`src/rtl/votrax_phone_timer.sv`:
```
// Phone duration timer: accepts a phone code on a strobe rising edge and holds
// ar low for (L+1) frames, L coming from a writable per-phone duration table.
module votrax_phone_timer #(
    parameter int          CLK_DIV     = 70,
    parameter int          FRAME_TICKS = 128,
    parameter logic [7:0]  DEFAULT_LEN = 8'd15
) (
    input  logic       clk,
    input  logic       reset,
    input  logic [5:0] p_input,
    input  logic       stb,
    input  logic       tbl_we,
    input  logic [5:0] tbl_addr,
    input  logic [7:0] tbl_data,
    output logic       ar,
    output logic [5:0] cur_phone,
    output logic       frame_pulse,
    output logic       phone_done,
    output logic       overrun
);

    localparam int PW = (CLK_DIV > 1) ? $clog2(CLK_DIV) : 1;
    localparam int TW = (FRAME_TICKS > 1) ? $clog2(FRAME_TICKS) : 1;
    localparam logic [PW-1:0] P_MAX = PW'(CLK_DIV - 1);
    localparam logic [TW-1:0] T_MAX = TW'(FRAME_TICKS - 1);

    typedef enum logic [0:0] {
        ST_IDLE = 1'b0,
        ST_PLAY = 1'b1
    } state_t;

    state_t          state_q, state_d;
    logic            stb_q;
    logic [PW-1:0]   presc_q, presc_d;
    logic [TW-1:0]   tif_q, tif_d;
    logic [7:0]      frame_cnt_q, frame_cnt_d;
    logic [7:0]      len_q, len_d;
    logic [5:0]      cur_phone_q, cur_phone_d;
    logic            ar_q, ar_d;
    logic            frame_pulse_q, frame_pulse_d;
    logic            phone_done_q, phone_done_d;
    logic            overrun_q, overrun_d;
    logic [7:0]      table_q [64];
    logic [7:0]      table_d [64];

    logic            start_s;
    logic            tick_s;
    logic            frame_end_s;
    logic            final_s;
    logic [7:0]      rd_len_s;

    // Event decode: start edge, prescaler tick, frame end and last tick of the phone
    always_comb begin
        start_s     = stb & ~stb_q;
        tick_s      = (state_q == ST_PLAY) && (presc_q == P_MAX);
        frame_end_s = tick_s && (tif_q == T_MAX);
        final_s     = frame_end_s && (frame_cnt_q == len_q);
        // Table is read from the registered copy, so a same-cycle write is not seen
        rd_len_s    = table_q[p_input];
    end

    // Duration table next value
    always_comb begin
        table_d = table_q;
        if (tbl_we) begin
            table_d[tbl_addr] = tbl_data;
        end else begin
            table_d = table_q;
        end
    end

    // Timing FSM next state and counter updates
    always_comb begin
        state_d     = state_q;
        presc_d     = presc_q;
        tif_d       = tif_q;
        frame_cnt_d = frame_cnt_q;
        len_d       = len_q;
        cur_phone_d = cur_phone_q;
        if (start_s) begin
            state_d     = ST_PLAY;
            presc_d     = '0;
            tif_d       = '0;
            frame_cnt_d = 8'd0;
            len_d       = rd_len_s;
            cur_phone_d = p_input;
        end else begin
            case (state_q)
                ST_PLAY: begin
                    if (final_s) begin
                        state_d = ST_IDLE;
                    end else if (tick_s) begin
                        presc_d = '0;
                        if (frame_end_s) begin
                            tif_d       = '0;
                            frame_cnt_d = frame_cnt_q + 8'd1;
                        end else begin
                            tif_d = tif_q + TW'(1);
                        end
                    end else begin
                        presc_d = presc_q + PW'(1);
                    end
                end
                ST_IDLE: begin
                    state_d = ST_IDLE;
                end
                default: begin
                    state_d = ST_IDLE;
                end
            endcase
        end
    end

    // Output next values; frame_pulse is predicted one cycle ahead so the flop lands on the tick
    always_comb begin
        ar_d          = (state_d == ST_IDLE);
        frame_pulse_d = (state_d == ST_PLAY) && (presc_d == P_MAX) && (tif_d == T_MAX);
        phone_done_d  = final_s && !start_s;
        overrun_d     = start_s && (state_q == ST_PLAY);
    end

    // State, counters, table and registered outputs
    always_ff @(posedge clk) begin
        if (reset) begin
            state_q       <= ST_IDLE;
            stb_q         <= 1'b1;
            presc_q       <= '0;
            tif_q         <= '0;
            frame_cnt_q   <= 8'd0;
            len_q         <= 8'd0;
            cur_phone_q   <= 6'h3F;
            ar_q          <= 1'b1;
            frame_pulse_q <= 1'b0;
            phone_done_q  <= 1'b0;
            overrun_q     <= 1'b0;
            for (int i = 0; i < 64; i++) begin
                table_q[i] <= DEFAULT_LEN;
            end
        end else begin
            state_q       <= state_d;
            stb_q         <= stb;
            presc_q       <= presc_d;
            tif_q         <= tif_d;
            frame_cnt_q   <= frame_cnt_d;
            len_q         <= len_d;
            cur_phone_q   <= cur_phone_d;
            ar_q          <= ar_d;
            frame_pulse_q <= frame_pulse_d;
            phone_done_q  <= phone_done_d;
            overrun_q     <= overrun_d;
            table_q       <= table_d;
        end
    end

    assign ar          = ar_q;
    assign cur_phone   = cur_phone_q;
    assign frame_pulse = frame_pulse_q;
    assign phone_done  = phone_done_q;
    assign overrun     = overrun_q;

endmodule

```
`config.mk`:
```
export PLATFORM = sky130hd
export DESIGN_NAME = votrax_phone_timer
export DESIGN_NICKNAME = d
export VERILOG_FILES = /design/src/rtl/votrax_phone_timer.sv
export SDC_FILE = /design/constraint.sdc
export NUM_CORES = 1
export LEC_CHECK = 0
export ABC_AREA = 1
export BUFFER_PORTS_ARGS = -buffer_cell sky130_fd_sc_hd__buf_2
export CAP_MARGIN = 10
export CORE_ASPECT_RATIO = 0.9
export CORE_MARGIN = 2
export CORE_UTILIZATION = 57
export CTS_CLUSTER_SIZE = 28
export DETAILED_ROUTE_END_ITERATION = 16
export PLACE_DENSITY = 0.76
export SLEW_MARGIN = 30
export SYNTH_ARGS = -nofsm -noshare
export SYNTH_HDL_FRONTEND = slang
export SYNTH_SLANG_ARGS = --single-unit
```
`constraint.sdc`:
```
create_clock -name clk -period 1.7 [get_ports clk]
set_clock_uncertainty 0.05 [all_clocks]
set_input_delay 0.17 -clock clk [delete_from_list [all_inputs] [get_ports clk]]
set_output_delay 0.17 -clock clk [all_outputs]
set_load 0.02 [all_outputs]
```
==> impl_metrics.json <==
{
  "synthesis.instances": 3518,
  "fillCellCount": 3564,
  "cp-start-kind": "flip-flop",
  "setup_viol": 14,
  "ff2ff_path_depth": 9,
  "synth_edf_count": 0,
  "rows": 72,
  "place.gp.congestion": 0.972,
  "clockBufferDepth": 3,
  "syn_area_um2": 24700,
  "register_area_um2": 11100,
  "peakVddDrop_mv": 0.816,
  "h-tree-depth": 2,
  "antenna_found_initial": 2,
  "synth_common_cells": "nor2_1, dfxtp_1, nand2_1",
  "grt_usage_pct": 34.0,
  "r2r-start": "presc_q[1]$_SDFF_PP0_",
  "clockRootBuffer": "clkbuf_16",
  "worstMarginPinSlew_ns": 0.490,
  "p_leak_nw": 13.2,
  "core_um2": 42900,
  "crit_fanout": 7,
  "hp-class": "in -> reg",
  "ios": 34,
  "synth_seq_area_share_pct": 44.9,
  "setup_ws_ns": -0.164,
  "critPathArrivalTime_ns": 2.31,
  "synth_nets": 3546,
  "worstSkewPairLatency_ns": 0.64,
  "dieArea_um2": 45000,
  "ys_ff_latch": 554,
  "multi_input_area_um2": 12000,
  "drive_gt1_share_pct": 12.0,
  "outcome": "finished with violations",
  "pre_cts_ws_ns": -0.320,
  "synth_top_area_cell": "dfxtp_1",
  "whs_ns": 0.0315,
  "hpwl_mm": 49.7,
  "fin_area_um2": 28800,
  "viasPerCell": 6.02,
  "grt_pass1_wl_mm": 125,
  "min_to": "table_q[291]$_SDFFE_PP1P_",
  "failed_checks": "setup timing",
  "clk_pin_slew_ns": 0.06,
  "path_class": "reg -> reg",
  "synthFlopType": "dfxtp_1",
  "rsz0062_at_grt": "true",
  "overflow": 0,
  "cts_tree": "built",
  "rrSetupSlack_ns": -0.16,
  "yosys_warnings": 0,
  "final_max_slew_viol_count": 0,
  "area_delta_synth_final_pct": 16.6,
  "fin_crit_sh_pct": 110,
  "finalPower_mw": 28.4,
  "synthTopCellsByArea": "dfxtp_1, nor2_1, o21ai_0, nand2_1, o211ai_1",
  "yosysUniqueCellTypes": 34,
  "end_kind": "flip-flop",
  "hold_path.startpoint": "tbl_data[3]",
  "fin_nets": 3582,
  "holdPathStages": 3,
  "synthArstFlopShare_pct": 0,
  "dp_cells": 4039,
  "start_util_pct": 57.6,
  "dr.pass1.iters": 6,
  "max_freq_mhz": 537,
  "wire_per_inst_um": 18.8,
  "synth.most_common_cell": "nor2_1",
  "dieWidth_um": 223,
  "slew_headroom_pct": 67.3,
  "cp.required_ns": 2.15,
  "power_density_nw_per_um2": 986,
  "cap_viol_max_count": 0,
  "drt-total-wl_mm": 78.2,
  "grt_pass1_vias": 23493,
  "fin_tns_setup_ns": -1.33,
  "chipHeight_um": 201,
  "hold_violations": 0,
  "yosysTopAreaCellShare_pct": 44.9,
  "grt_max_degree": 109,
  "final_cell_count_no_fill": 4151,
  "clock-sinks": 554,
  "period_needed_ns": 1.86,
  "ant_nets": 0,
  "r2r-end": "frame_cnt_q[6]$_SDFFE_PP0P_",
  "cts_buffers": 55,
  "portBuffers": 33,
  "dpl-instance-area_um2": 26600,
  "drt-initial-drc-count": 3135,
  "remaining_drc_errors": 0,
  "avgSynthCellArea_um2": 7.02,
  "via_count": 24971,
  "fin_util_pct": 67.1
}
-- worst max-delay path, stage by stage (launching register included) --
cell     delay, ns
dfxtp_2       0.32
inv_2         0.06
ha_4          0.12
nor3b_4       0.23
nand2_4       0.08
buf_4         0.16
nor3_1        0.34
nand2_4       0.11
o21ai_0       0.18
a21oi_1       0.09
-- final cells by class --
| type | instances | share of cell area [%] |
|---|---|---|
| multi-input cells | 2516 | 41.7 |
| flip-flops and latches | 554 | 38.5 |
| repair buffers | 269 | 8.81 |
| clock buffers | 77 | 5.35 |
| well taps | 555 | 2.41 |
| inverters | 158 | 2.13 |
| clock inverters | 21 | 1.07 |
| diodes | 1 | 0.00869 |
-- cells by family (layout without fill, tap and decap cells) --
family | count (synthesis) | count (layout) | synth area share [%]
flops | 554 | 554 | 44.9
buf+inv | 448 | 525 | 7.26
other cells | 0 | 1 | 0
xor+xnor | 9 | 9 | 0.319
compound gates | 939 | 939 | 22.4
fa+ha+maj | 4 | 4 | 0.203
simple gates | 1564 | 1564 | 24.9
-- how the worst max path moves through the flow --
stage | startpoint | to | slack [ns] | cells after the start
2_1_floorplan | presc_q[0]$_SDFF_PP0_ | frame_pulse$_SDFF_PP0_ | 0.005 | 12
3_3_place_gp | p_input[0] | len_q[5]$_SDFFE_PP0P_ | -0.31 | 14
3_5_place_dp | p_input[0] | len_q[5]$_SDFFE_PP0P_ | -0.32 | 14
4_1_cts | presc_q[1]$_SDFF_PP0_ | frame_cnt_q[5]$_SDFFE_PP0P_ | -0.11 | 14
5_1_grt | presc_q[1]$_SDFF_PP0_ | frame_pulse$_SDFF_PP0_ | -0.31 | 14
6_report | presc_q[1]$_SDFF_PP0_ | frame_cnt_q[6]$_SDFFE_PP0P_ | -0.16 | 9
-- power breakdown --
group	internal (mW)	total, mW	switching [mW]
Combinational	0.806	2.55	1.74
Clock	7.37	12.7	5.30
Sequential	13.1	13.2	0.0734
Total	21.3	28.4	7.12
-- state kept, by name, summed over array words and instances (netlist names) --
| register | count |
|---|---|
| cur_phone | 6 |
| len_q | 8 |
| stb_q | 1 |
| frame_pulse | 1 |
| state_q | 1 |
| overrun | 1 |
| ar | 1 |
| tif_q | 7 |
| presc_q | 7 |
| phone_done | 1 |
| frame_cnt_q | 8 |
| table_q | 512 |
-- placed cells by master, fill, tap and decap left out, types with 4 or more instances in the layout --
cell type and n:
inv_1 128, o21ai_1 48, buf_12 45, nand2_1 524
buf_4 183, nand4_1 6, dlygate4sd3_1 6, clkbuf_1 15
nor3_1 26, buf_2 31, nand2_4 7, clkbuf_16 56
nor2_2 15, dfxtp_2 4, clkinv_2 9, nor2_4 5
nor2_1 864, o22ai_1 128, dfxtp_1 550, nand3_2 8
nand2_2 5, o21ai_0 479, inv_2 23, o211ai_1 263
clkbuf_8 6, bufinv_16 7, a21oi_2 4, xor2_1 7
a21oi_1 14, nand3_1 96, buf_6 4
-- per-layer routing --
metal	vias to the layer above	share of wire [%]	track usage (%)
met2	1353	45	53.5
met5	-	0.017	0
li1	11790	-	-
met4	2	3.6	13.6
met1	11609	42	46.0
met3	217	9.9	6.92
-- repair_timing --
item,CTS,global route
setup buffers,5,2
resized for setup,28,35
hold buffers,6,0
hold endpoints to repair,22,0
endpoints found under the setup margin,13,25
pin swaps,9,13
Power figures use the tool's default switching activity.
